$ cat config.mk
export PLATFORM = sky130hd
export DESIGN_NAME = cbus_arbiter
export DESIGN_NICKNAME = d
export VERILOG_FILES = /design/src/rtl/cbus_arbiter_pkg.sv /design/src/rtl/cbus_arbiter_rr_pick.sv /design/src/rtl/cbus_arbiter.sv
export SDC_FILE = /design/constraint.sdc
export NUM_CORES = 1
export LEC_CHECK = 0
export CAP_MARGIN = 10
export CORE_AREA = 2 2 253 255
export CTS_CLUSTER_DIAMETER = 40
export DETAILED_ROUTE_END_ITERATION = 12
export DIE_AREA = 0 0 255 257
export PLACE_DENSITY = 0.37
export SETUP_SLACK_MARGIN = 0.2
export SLEW_MARGIN = 40
export SYNTH_ARGS = -nofsm -noshare
export SYNTH_HDL_FRONTEND = slang
export SYNTH_HIERARCHICAL = 1
export SYNTH_SLANG_ARGS = --single-unit
export TNS_END_PERCENT = 30
$ cat constraint.sdc
create_clock -name clk -period 1.85 [get_ports clk]
set_input_delay 0.4625 -clock clk [delete_from_list [all_inputs] [get_ports clk]]
set_output_delay 0.4625 -clock clk [all_outputs]
set_load 0.01 [all_outputs]
$ cat src/rtl/cbus_arbiter_pkg.sv
// Shared cbus request/response types plus the arbiter's local state enum.
// Bus field encodings mirror the common cbus definitions used by the MMUs.
package cbus_arbiter_pkg;

    typedef logic [2:0]  msize_t;
    typedef logic [3:0]  mlen_t;
    typedef logic [1:0]  axi_burst_type_t;
    typedef logic [63:0] addr_t;
    typedef logic [63:0] word_t;
    typedef logic [7:0]  strobe_t;

    localparam msize_t MSIZE1 = 3'd0;
    localparam msize_t MSIZE2 = 3'd1;
    localparam msize_t MSIZE4 = 3'd2;
    localparam msize_t MSIZE8 = 3'd3;

    // len encodes (beats - 1)
    localparam mlen_t MLEN1  = 4'd0;
    localparam mlen_t MLEN2  = 4'd1;
    localparam mlen_t MLEN4  = 4'd3;
    localparam mlen_t MLEN8  = 4'd7;
    localparam mlen_t MLEN16 = 4'd15;

    localparam axi_burst_type_t AXI_BURST_FIXED = 2'b00;
    localparam axi_burst_type_t AXI_BURST_INCR  = 2'b01;
    localparam axi_burst_type_t AXI_BURST_WRAP  = 2'b10;

    typedef struct packed {
        logic            valid;
        logic            is_write;
        msize_t          size;
        addr_t           addr;
        strobe_t         strobe;
        word_t           data;
        mlen_t           len;
        axi_burst_type_t burst;
    } cbus_req_t;

    typedef struct packed {
        logic  ready;
        logic  last;
        word_t data;
    } cbus_resp_t;

    typedef enum logic {ARB_IDLE, ARB_BUSY} arb_state_t;

endpackage

$ cat src/rtl/cbus_arbiter_rr_pick.sv
// Combinational round-robin picker: first valid index after last_grant,
// wrapping modulo N (safe for non-power-of-two N).
module rr_pick #(
    parameter int N     = 2,
    parameter int IDX_W = 1
) (
    input  logic [N-1:0]     valid,
    input  logic [IDX_W-1:0] last_grant,
    output logic [IDX_W-1:0] winner,
    output logic             any_valid
);

    // One extra bit holds last_grant + k (at most 2N-1) before the wrap.
    logic [IDX_W:0] cand;

    always_comb begin
        // NOTE: every output gets a default before the loop so no path infers a latch.
        winner    = '0;
        any_valid = 1'b0;
        cand      = '0;
        // Scan farthest-first so the nearest valid candidate is written last and wins.
        for (int k = N; k >= 1; k--) begin
            cand = {1'b0, last_grant} + (IDX_W+1)'(k);
            if (cand >= (IDX_W+1)'(N)) begin
                cand = cand - (IDX_W+1)'(N);
            end
            if (valid[cand[IDX_W-1:0]]) begin
                winner    = cand[IDX_W-1:0];
                any_valid = 1'b1;
            end
        end
    end

endmodule

$ cat src/rtl/cbus_arbiter.sv
// Round-robin cbus arbiter: merges the MMU requesters onto one memory port,
// holding a registered grant from the first cycle until the last beat.
module cbus_arbiter
    import cbus_arbiter_pkg::*;
#(
    parameter int NUM_INPUTS = 2,
    parameter int IDX_W      = (NUM_INPUTS > 1) ? $clog2(NUM_INPUTS) : 1
) (
    input  logic             clk,
    input  logic             reset,
    input  cbus_req_t        ireqs  [NUM_INPUTS],
    output cbus_resp_t       iresps [NUM_INPUTS],
    output cbus_req_t        oreq,
    input  cbus_resp_t       oresp,
    output logic             busy,
    output logic [IDX_W-1:0] grant_idx
);

    arb_state_t             state, state_next;
    logic [IDX_W-1:0]       sel, sel_next;
    logic [IDX_W-1:0]       last_grant, last_grant_next;
    logic [NUM_INPUTS-1:0]  req_valid;
    logic [IDX_W-1:0]       winner;
    logic                   any_valid;

    always_comb begin
        for (int i = 0; i < NUM_INPUTS; i++) begin
            req_valid[i] = ireqs[i].valid;
        end
    end

    rr_pick #(
        .N     (NUM_INPUTS),
        .IDX_W (IDX_W)
    ) u_pick (
        .valid      (req_valid),
        .last_grant (last_grant),
        .winner     (winner),
        .any_valid  (any_valid)
    );

    // last_grant resets to the top index so input 0 wins the first round.
    always_ff @(posedge clk or negedge reset) begin
        if (!reset) begin
            state      <= ARB_IDLE;
            sel        <= '0;
            last_grant <= IDX_W'(NUM_INPUTS - 1);
        end else begin
            // NOTE: non-blocking so all three registers see the same pre-edge values.
            state      <= state_next;
            sel        <= sel_next;
            last_grant <= last_grant_next;
        end
    end

    always_comb begin
        state_next      = state;
        sel_next        = sel;
        last_grant_next = last_grant;
        unique case (state)
            ARB_IDLE: begin
                if (any_valid) begin
                    sel_next   = winner;
                    state_next = ARB_BUSY;
                end
            end
            ARB_BUSY: begin
                // A last beat outranks an abort; a dropped valid must not wedge the bus.
                if (oresp.ready && oresp.last) begin
                    last_grant_next = sel;
                    state_next      = ARB_IDLE;
                end else if (!ireqs[sel].valid) begin
                    state_next = ARB_IDLE;
                end
            end
            default: state_next = ARB_IDLE;
        endcase
    end

    always_comb begin
        oreq = '0;
        for (int j = 0; j < NUM_INPUTS; j++) begin
            iresps[j] = '0;
        end
        if (state == ARB_BUSY) begin
            oreq        = ireqs[sel];
            iresps[sel] = oresp;
        end
    end

    assign busy      = (state == ARB_BUSY);
    assign grant_idx = sel;

endmodule

* After elaboration in Yosys (flattened, before gate mapping)
Cells that the tools add are included.
** Operators by class
- Add/subtract/negate cells :: 4
- Multipliers :: 0
- Divide/modulo/power cells :: 0
- Magnitude comparators :: 6
- Equal/unequal tests :: 0
- Shifts and indexed selects :: 0
- Muxes and demuxes :: 21
- Bitwise operators :: 3
- Reduce and logical (&&, ||, !) cells :: 4
** Operator list (count)
- 147-bit two-way mux :: 4
- 132-bit bitwise AND :: 1
- 132-bit two-way mux :: 1
- 66-bit demux with 1-bit select :: 1
- 66-bit two-way mux :: 1
- 1-bit two-way mux :: 13
- 2-bit >= comparator, second input constant :: 3
- 1-bit by 2-bit less-than comparator with 1-bit output, second input constant :: 2
- 2-bit AND reduction :: 2
- 1-bit by 1-bit adder with 2-bit output, second input constant :: 1
- 1-bit by 2-bit adder with 2-bit output, second input constant :: 1
- 1-bit logical AND :: 2
- 2-bit by 1-bit less-than comparator with 1-bit output, second input constant :: 1
- 1-bit inverter with 2-bit output :: 1
- 1-bit one-hot mux with 2 select lines :: 1
- 1-bit subtractor, second input constant :: 2
- 1-bit inverter :: 1
** Word-level totals
- Flip-flop bits (word level) :: 3
- Latch bits :: 0
- Bits in writable memories :: 0
- Memory bits (read-only) :: 0
- Input bits :: 362
- Output and inout bits :: 281
- Memories kept :: 0

* Depth between registers and ports, before layout
Gate-level depths: netlist (run 1).
- Depth in word-level cells :: 9
- Depth in mapped cells :: 5
- Depth with buffers taken out :: 3

* By module
Netlist (run 1), hierarchy kept.
** By module, submodules not included
- cbus_arbiter :: instances 1, cells an instance 491, area an instance 3731.1 sq um
- rr_pick :: instances 1, cells an instance 2, area an instance 13.8 sq um

* Worst setup path before layout (run 1)
Ideal clock, no wire load.
- Path type :: register -> output
- Start point :: reg sel (netlist: grant_idx)
- End point :: out iresps[10] (netlist name)
- Arrival :: 1.185 ns
- Data required time :: 1.387 ns
- Setup slack :: 0.202 ns
- Cell stages (with the launch flop) :: 6
- Path buffers :: 4
- Cells stage by stage :: dfrtp_1 buf_4 buf_6 buf_8 buf_6 and3_1
** RTL lines
- start: declaration :: RTL line cbus_arbiter.sv:20 : logic [IDX_W-1:0] sel, sel_next;
- start signal: assignment :: RTL line cbus_arbiter.sv:51 : sel <= sel_next;
- end: declaration :: RTL line cbus_arbiter.sv:12 : output cbus_resp_t iresps [NUM_INPUTS],

==> results of run 1 <==
==> final cells by class <==
| class | instances | area share, % |
|---|---|---|
| multi-input cells | 435 | 31.2 |
| clock buffers | 4 | 0.696 |
| well taps | 846 | 9.34 |
| flip-flops and latches | 3 | 0.740 |
| repair buffers | 726 | 58.0 |
| diodes | 1 | 0.0221 |
==> layer usage <==
metal	vias up	track usage [%]	routed length [µm]	share of wire [%]
met2	361	18.6	18200	57
met3	8	2.13	2820	8.8
met1	2745	8.09	10800	34
met4	2	1.04	123	0.38
li1	3009	-	-	-
met5	-	0	13	0.041
==> cell usage in the layout, fill, tap and decap left out, types with 8 or more instances in the layout <==
master and count:
buf_12 25, clkbuf_2 63, and2_1 36, and3_1 61
buf_6 46, mux2i_1 134, nor2b_1 146, and2_4 30
clkdlybuf4s50_1 360, buf_8 8, buf_16 9, mux2i_4 10
buf_4 26, buf_2 177
==> state kept, by name, summed over array words and instances (netlist names) <==
| name | cells |
|---|---|
| last_grant | 1 |
| grant_idx | 1 |
| busy | 1 |
==> logic make-up after synthesis <==
logic type,after synthesis
AND/OR/NAND/NOR,283
multiplexers,149
AO/OA/AOI/OAI,3
flip-flops,3
buffers and inverters,55
==> metrics by stage <==
step / instance area [µm²] / hold slack, ns / utilization (%) / cells / worst slack (ns)
finish: 11300 / 0.430 / 18.1 / 2015 / -0.307
detailed placement: 11500 / 0.622 / 18.3 / 1976 / -0.556
CTS: 11600 / 0.436 / 18.5 / 2007 / -0.317
floorplan: 3740 / 0.167 / - / 493 / 0.202
global route: 11300 / 0.437 / 18.1 / 2015 / -0.355
global placement: 11500 / 0.622 / 18.3 / 1976 / -0.569
==> power groups by stage <==
stage / Sequential (mW) / Combinational [mW] / Clock, mW
after global placement: 0.218 / 12.8 / 0
after global routing: 0.184 / 14.0 / 0.360
after CTS: 0.179 / 12.9 / 0.347
final: 0.175 / 13.1 / 0.346
after detailed placement: 0.218 / 12.6 / 0
after floorplan: 0.132 / 5.73 / 0
==> worst max-delay path: cells and delay by family (launching register included) <==
kind | cells | cell delay, ns
and+or+nand+nor | 2 | 0.29
buffers and inverters | 5 | 0.66
DFF | 1 | 0.50
==> final timing paths <==
| path | depth (start not counted) | start | slack [ns] | endpoint |
|---|---|---|---|---|
| max | 7 | grant_idx | -0.31 | iresps[71] |
| min | 1 | reset | 0.43 | grant_idx |
| max reg2reg | 7 | grant_idx | 0.26 | busy |
| min reg2reg | 1 | last_grant | 0.62 | last_grant |
| max in group asynchronous | 1 | reset | 1.19 | last_grant |
| min in group clk | 1 | last_grant | 0.62 | last_grant |
==> timing repair <==
action,CTS,global route
gates cloned,7,4
pin swaps,16,6
setup endpoints to repair,282,282
buffers inserted,20,3
resized for setup,846,355
==> synth_stat cells <==
cell,count
a21bo_2,1
a21boi_0,1
and2_1,66
and3_1,66
buf_2,9
buf_4,3
buf_6,5
buf_8,9
clkbuf_1,25
clkbuf_2,4
dfrtp_1,2
dfstp_2,1
mux2_2,2
mux2i_1,147
nand3_1,1
nor2b_1,148
nor2b_4,1
o21bai_1,1
or2_1,1
==> results.md, run 1 <==
- RSZ-0062 raised after global routing: yes
- Compound-cell area share of the yosys netlist: less than 1%
- Synth Area in XOR/XNOR: 0%
- Fin nets: ~1.5k
- Antenna Violating Nets Remaining: 0
- Worst-case vdd ir drop: 0.410 mV
- Core ar.: roughly 63,000 µm²
- Setup TNS: -42.62 ns
- Leak: approximately 5.2 nW
- DIE HEIGHT: between 200 and 300 µm
- Total Power: around 14 mW
- Storage cell area: 83.8 µm²
- Clock-pin slew on the worst setup and hold paths: roughly 0.03 ns
- H-tree depth: 1
- Largest family of logic cells by synthesized area: simple AND/OR/NAND/NOR gates
- Gpl congestion: 0.777
- Cell variety after synth: 19
- Overall Global Routing Usage: between 8 and 9%
- First-pass GRT wire length: 42.1 mm
- Synth top area cells: mux2i_1 39%, nor2b_1 25%, and2_1 11%
- Internal Pwr Total: 7.60 mW
- Port Buffer Count: roughly 640
- Layout area overhead: 203%
- Number of CTS-inserted buffers: 3
- Crit path largest cell delay: around 0.5 ns
- Fillers: 7,070
- Post-synth top area share: approximately 39%
- Worst setup margin: -0.307 ns
- Clock Power Share: about 2.5%
- Switching share of total power: 44.1%
- Simple logic cell fraction of the synthesized area: 47.4%
- Max Clk Rate: around 0.46 GHz
- Synthesized cell area: approximately 3700 µm²
- CP cell instances: buf_8, nor2b_4, buf_12, buf_12, buf_12, and2_4, buf_6
- Die area: 65,500 µm²
- Critical Path Most Common Cell: buf_12
- # Max-Cap Violations: 0
- Critical path class: flip-flop to output port
- Via count: a little over 6k
- WP data arrival: roughly 1.7 ns
- DRC marker count from the first detailed-route iteration: just over 90
- Fin crit share: 117%
- Vias in the first global route: about 6.4k
- Layout cell share with drive strength beyond 1: 36.3%
- Hold Buf Count CTS: 0
- Slew headroom: slightly above 80%
- Worst slew pin tran: approximately 0.28 ns
- Boundary pin count: about 640
- CTS sink cnt: 3
- Wire per inst: 15.9 µm
- DRC viols: 0
- Net Sw Power: between 6 and 7 mW
- Final Max Slew Viols: 0
- Outcome: complete, but fails checks
- Initial core utilization: about 6.0%
- Syn nets: about 860
- Mux contribution to synthesized area: roughly 40%
- Die width: between 200 and 300 µm
- Syn Area/Cell: around 7.6 µm²
- Syn Inst Count: between 400 and 500
- Max stage delay cell, worst path: dfrtp_4
- Later-pin clock latency in the skew report: 0.22 ns
- Worst Setup End Kind: output port
- Clock root buffer: clkbuf_16
- Largest net degree at the start of global routing: 47
- Worst Clk Skew: 0.000199 ns
- Startpoint types: flip-flop
- Yosys warning total: 6
- Pwr/cell area: approximately 1200 nW/µm²
- Drt first pass iters: 4
- Antenna violations before repair: 2
- Deepest clock path buffer count: 2
- Flop pwr share: 1.3%
- Failing checks: negative setup slack
- Multi-input logic area: around 3500 µm²
- TritonCTS clock tree: yes
- Drt total wl: about 32 mm
- Final Hold Fails: 0
- Detail Placement HPWL: roughly 26 mm
- Vias per cell: ~3
- Crit path max fanout: 8
- Setup-failing EPs final: ~280
- Post-synthesis register bit count: 3
- Combinational fraction of design power: between 90% and 100%
- Total gr overflow: 0
- Leading area contributor after synthesis: mux2i_1
- Minimum clock period: 2.16 ns
- Rows: 92
- Sequential area share after synthesis: 2.04%
- Post-synthesis adder-cell area fraction: 0%
- CP required: roughly 1.4 ns
- Hold Crit Class: input port to async pin
Power figures use the tool's default switching activity.
==> run 2: changes to the inputs <==
==> constraint.sdc (replaced) <==
create_clock -name clk -period 1.85 [get_ports clk]
set_input_delay 0.2775 -clock clk [delete_from_list [all_inputs] [get_ports clk]]
set_output_delay 0.2775 -clock clk [all_outputs]
set_load 0.01 [all_outputs]
==> results.md, run 2 (synthesis gave the netlist of run 1 again) <==
- Net Sw Power: 5.58 mW (-7.2%)
- Largest net degree at the start of global routing: 66 (+40%)
- Max Clk Rate: 0.442 GHz (-4.7%)
- Overall Global Routing Usage: 8.43% (-0.23 points)
- Via count: 6,080 (-0.73%)
- Leak: 5.58 nW (+6.4%)
- Multi-input logic area: 3400 µm² (-3.7%)
- Later-pin clock latency in the skew report: 0.23 ns (about the same)
- Worst Clk Skew: 0.00125 ns (+0.00105 ns)
- Pwr/cell area: 1120 nW/µm² (-7.1%)
- Vias in the first global route: 6,206 (-3.2%)
- Detail Placement HPWL: 25.9 mm (-1.5%)
- Slew headroom: 79.5% (-1.9 points)
- Core ar.: 62,700 µm² (unchanged)
- Final Util: 18.5% (+0.41 points)
- Worst slew pin tran: 0.299 ns (+0.0197 ns)
- Post-place setup slack: -0.302 ns (+0.254 ns)
- Drt first pass iters: 4 (unchanged)
- Clock-pin slew on the worst setup and hold paths: 0.03 ns (about the same)
- Antenna Violating Nets Remaining: 0 (unchanged)
- Rows: 92 (unchanged)
- DRC viols: 0 (unchanged)
- CP required: 1.57 ns (+0.18 ns)
- Worst Setup End Kind: output port
- Minimum clock period: 2.26 ns (+0.106 ns)
- H-tree depth: 1 (unchanged)
- Combinational fraction of design power: 95.7% (-0.5 points)
- Startpoint types: flip-flop
- Total gr overflow: 0 (unchanged)
- Antenna violations before repair: 2 (unchanged)
- Storage cell area: 83.8 µm² (unchanged)
- Internal Pwr Total: 7.36 mW (-3.2%)
- CTS sink cnt: 3 (unchanged)
- Hold Buf Count CTS: 0 (unchanged)
- Worst setup margin: -0.414 ns (-0.106 ns)
- Gpl congestion: 0.811 (+4.3%)
- Failing checks: negative setup slack
- Filler-free cell count of the finished design: 1,985 (-1.5%)
- Crit path largest cell delay: 0.53 ns (+0.03 ns)
- Outcome: complete, but fails checks
- Initial core utilization: 5.97% (unchanged)
- Most common cell after layout, fill and taps aside: clkdlybuf4s50_1
- Clock root buffer: clkbuf_16
- WP data arrival: 1.99 ns (+0.30 ns)
- Fin nets: 1,501 (-2.0%)
- Worst R2R Start: busy
- Drt total wl: 30.7 mm (-3.9%)
- Number of CTS-inserted buffers: 3 (unchanged)
- # Max-Cap Violations: 0 (unchanged)
- Layout area overhead: 209%
- Port Buffer Count: 642 (unchanged)
- Final Max Slew Viols: 0 (unchanged)
- Deepest clock path buffer count: 2 (unchanged)
- Wire per inst: 15.5 µm (-2.5%)
- Final Hold Fails: 0 (unchanged)
- Boundary pin count: 643 (unchanged)
- Switching share of total power: 43.1% (-1.0 points)
- Commonest cells after routing, fill and taps aside: 443 x clkdlybuf4s50_1, 148 x nor2b_1, 138 x mux2i_1, 75 x dlygate4sd2_1, 64 x and3_1
- DRC marker count from the first detailed-route iteration: 146 (+57%)
- DIE HEIGHT: 257 µm (unchanged)
- Clock Power Share: 2.7% (+0.2 points)
- Max stage delay cell, worst path: dfrtp_4
- Layout cell share with drive strength beyond 1: 14.9% (-21 points)
- Critical path class: flip-flop to output port
- Crit path max fanout: 11 (+3)
- Die area: 65,500 µm² (unchanged)
- Flop pwr share: 1.6% (+0.3 points)
- Setup TNS: -41.50 ns (+1.11 ns)
- Worst-case vdd ir drop: 0.514 mV (+25%)
- Vias per cell: 3.06 (+0.77%)
- TritonCTS clock tree: yes
- CP cell instances: buf_12, buf_6, mux2i_2, nor2b_1, clkdlybuf4s50_1
- First-pass GRT wire length: 40.7 mm (-3.3%)
- Crit. Startpoint: grant_idx
- RSZ-0062 raised after global routing: yes
- Fin crit share: 122% (+5.8 points)
- Placed insts: 1,961 (-0.76%)
- Fillers: 7,027 (-0.61%)
- Setup-failing EPs final: 196 (-29%)
- Die width: 255 µm (unchanged)
- Hold Crit Class: input port to async pin
- Total Power: 12.9 mW (-5.0%)
## run 2: cell count changes in the layout (fill, tap and decap cells not counted), sizes merged
cell,previous run,this run
dlygate4sd2,1,75
bufbuf,0,2
clkdlybuf4s15,6,2
clkbuf,71,20
buf,291,115
dlymetal6s2s,1,43
clkdlybuf4s50,360,443
## run 2: critical path, delay by kind of cell (launching register included)
kind | cells | cell delay (ns)
buffers and inverters | 3 | 0.86
DFF | 1 | 0.53
muxes | 1 | 0.28
and+or+nand+nor | 1 | 0.07
## run 2: path summary, 6_finish.rpt
path / endpoint / slack (ns) / cells after the start
max: oreq[17] / -0.41 / 5
max reg2reg: grant_idx / 0.37 / 4
min: grant_idx / 0.24 / 1
min in group clk: last_grant / 0.63 / 1
min reg2reg: last_grant / 0.63 / 1
max in group asynchronous: last_grant / 1.39 / 1
## run 2: metrics by stage
| step | area, µm² | hold slack, ns |
|---|---|---|
| 3_5_place_dp | 11400 | 0.482 |
| 6_report | 11600 | 0.238 |
| 4_1_cts | 11500 | 0.248 |
| 2_1_floorplan | 3740 | -0.0181 |
| 5_1_grt | 11600 | 0.251 |
| 3_3_place_gp | 11400 | 0.480 |
## run 2: timing repair
action | in CTS | in global routing
setup endpoints to repair | 281 | 281
resized for setup | 258 | 178
buffers inserted | 10 | 5
pin swaps | 19 | 0
cloned | 3 | 1
## run 2: power by group through the flow
stage / clock (mW) / combinational [mW] / sequential, mW
final: 0.348 / 12.4 / 0.208
after CTS: 0.354 / 12.7 / 0.215
after detailed placement: 0 / 12.5 / 0.233
after global routing: 0.367 / 13.2 / 0.223
after floorplan: 0 / 5.73 / 0.132
after global placement: 0 / 12.6 / 0.235
## run 2: cell type report
cell class | instances | share of cell area [%]
repair buffers | 696 | 60.1
multi-input cells | 435 | 29.4
well taps | 846 | 9.14
flip-flops and latches | 3 | 0.723
clock buffers | 4 | 0.680
diodes | 1 | 0.0216
## run 2: routing by layer
metal | track usage [%] | wire (µm) | vias up
met3 | 2.27 | 2860 | 24
met4 | 1.72 | 571 | 2
met5 | 0 | 8 | -
li1 | - | - | 2950
met1 | 8.21 | 10500 | 2722
met2 | 17.3 | 16800 | 382
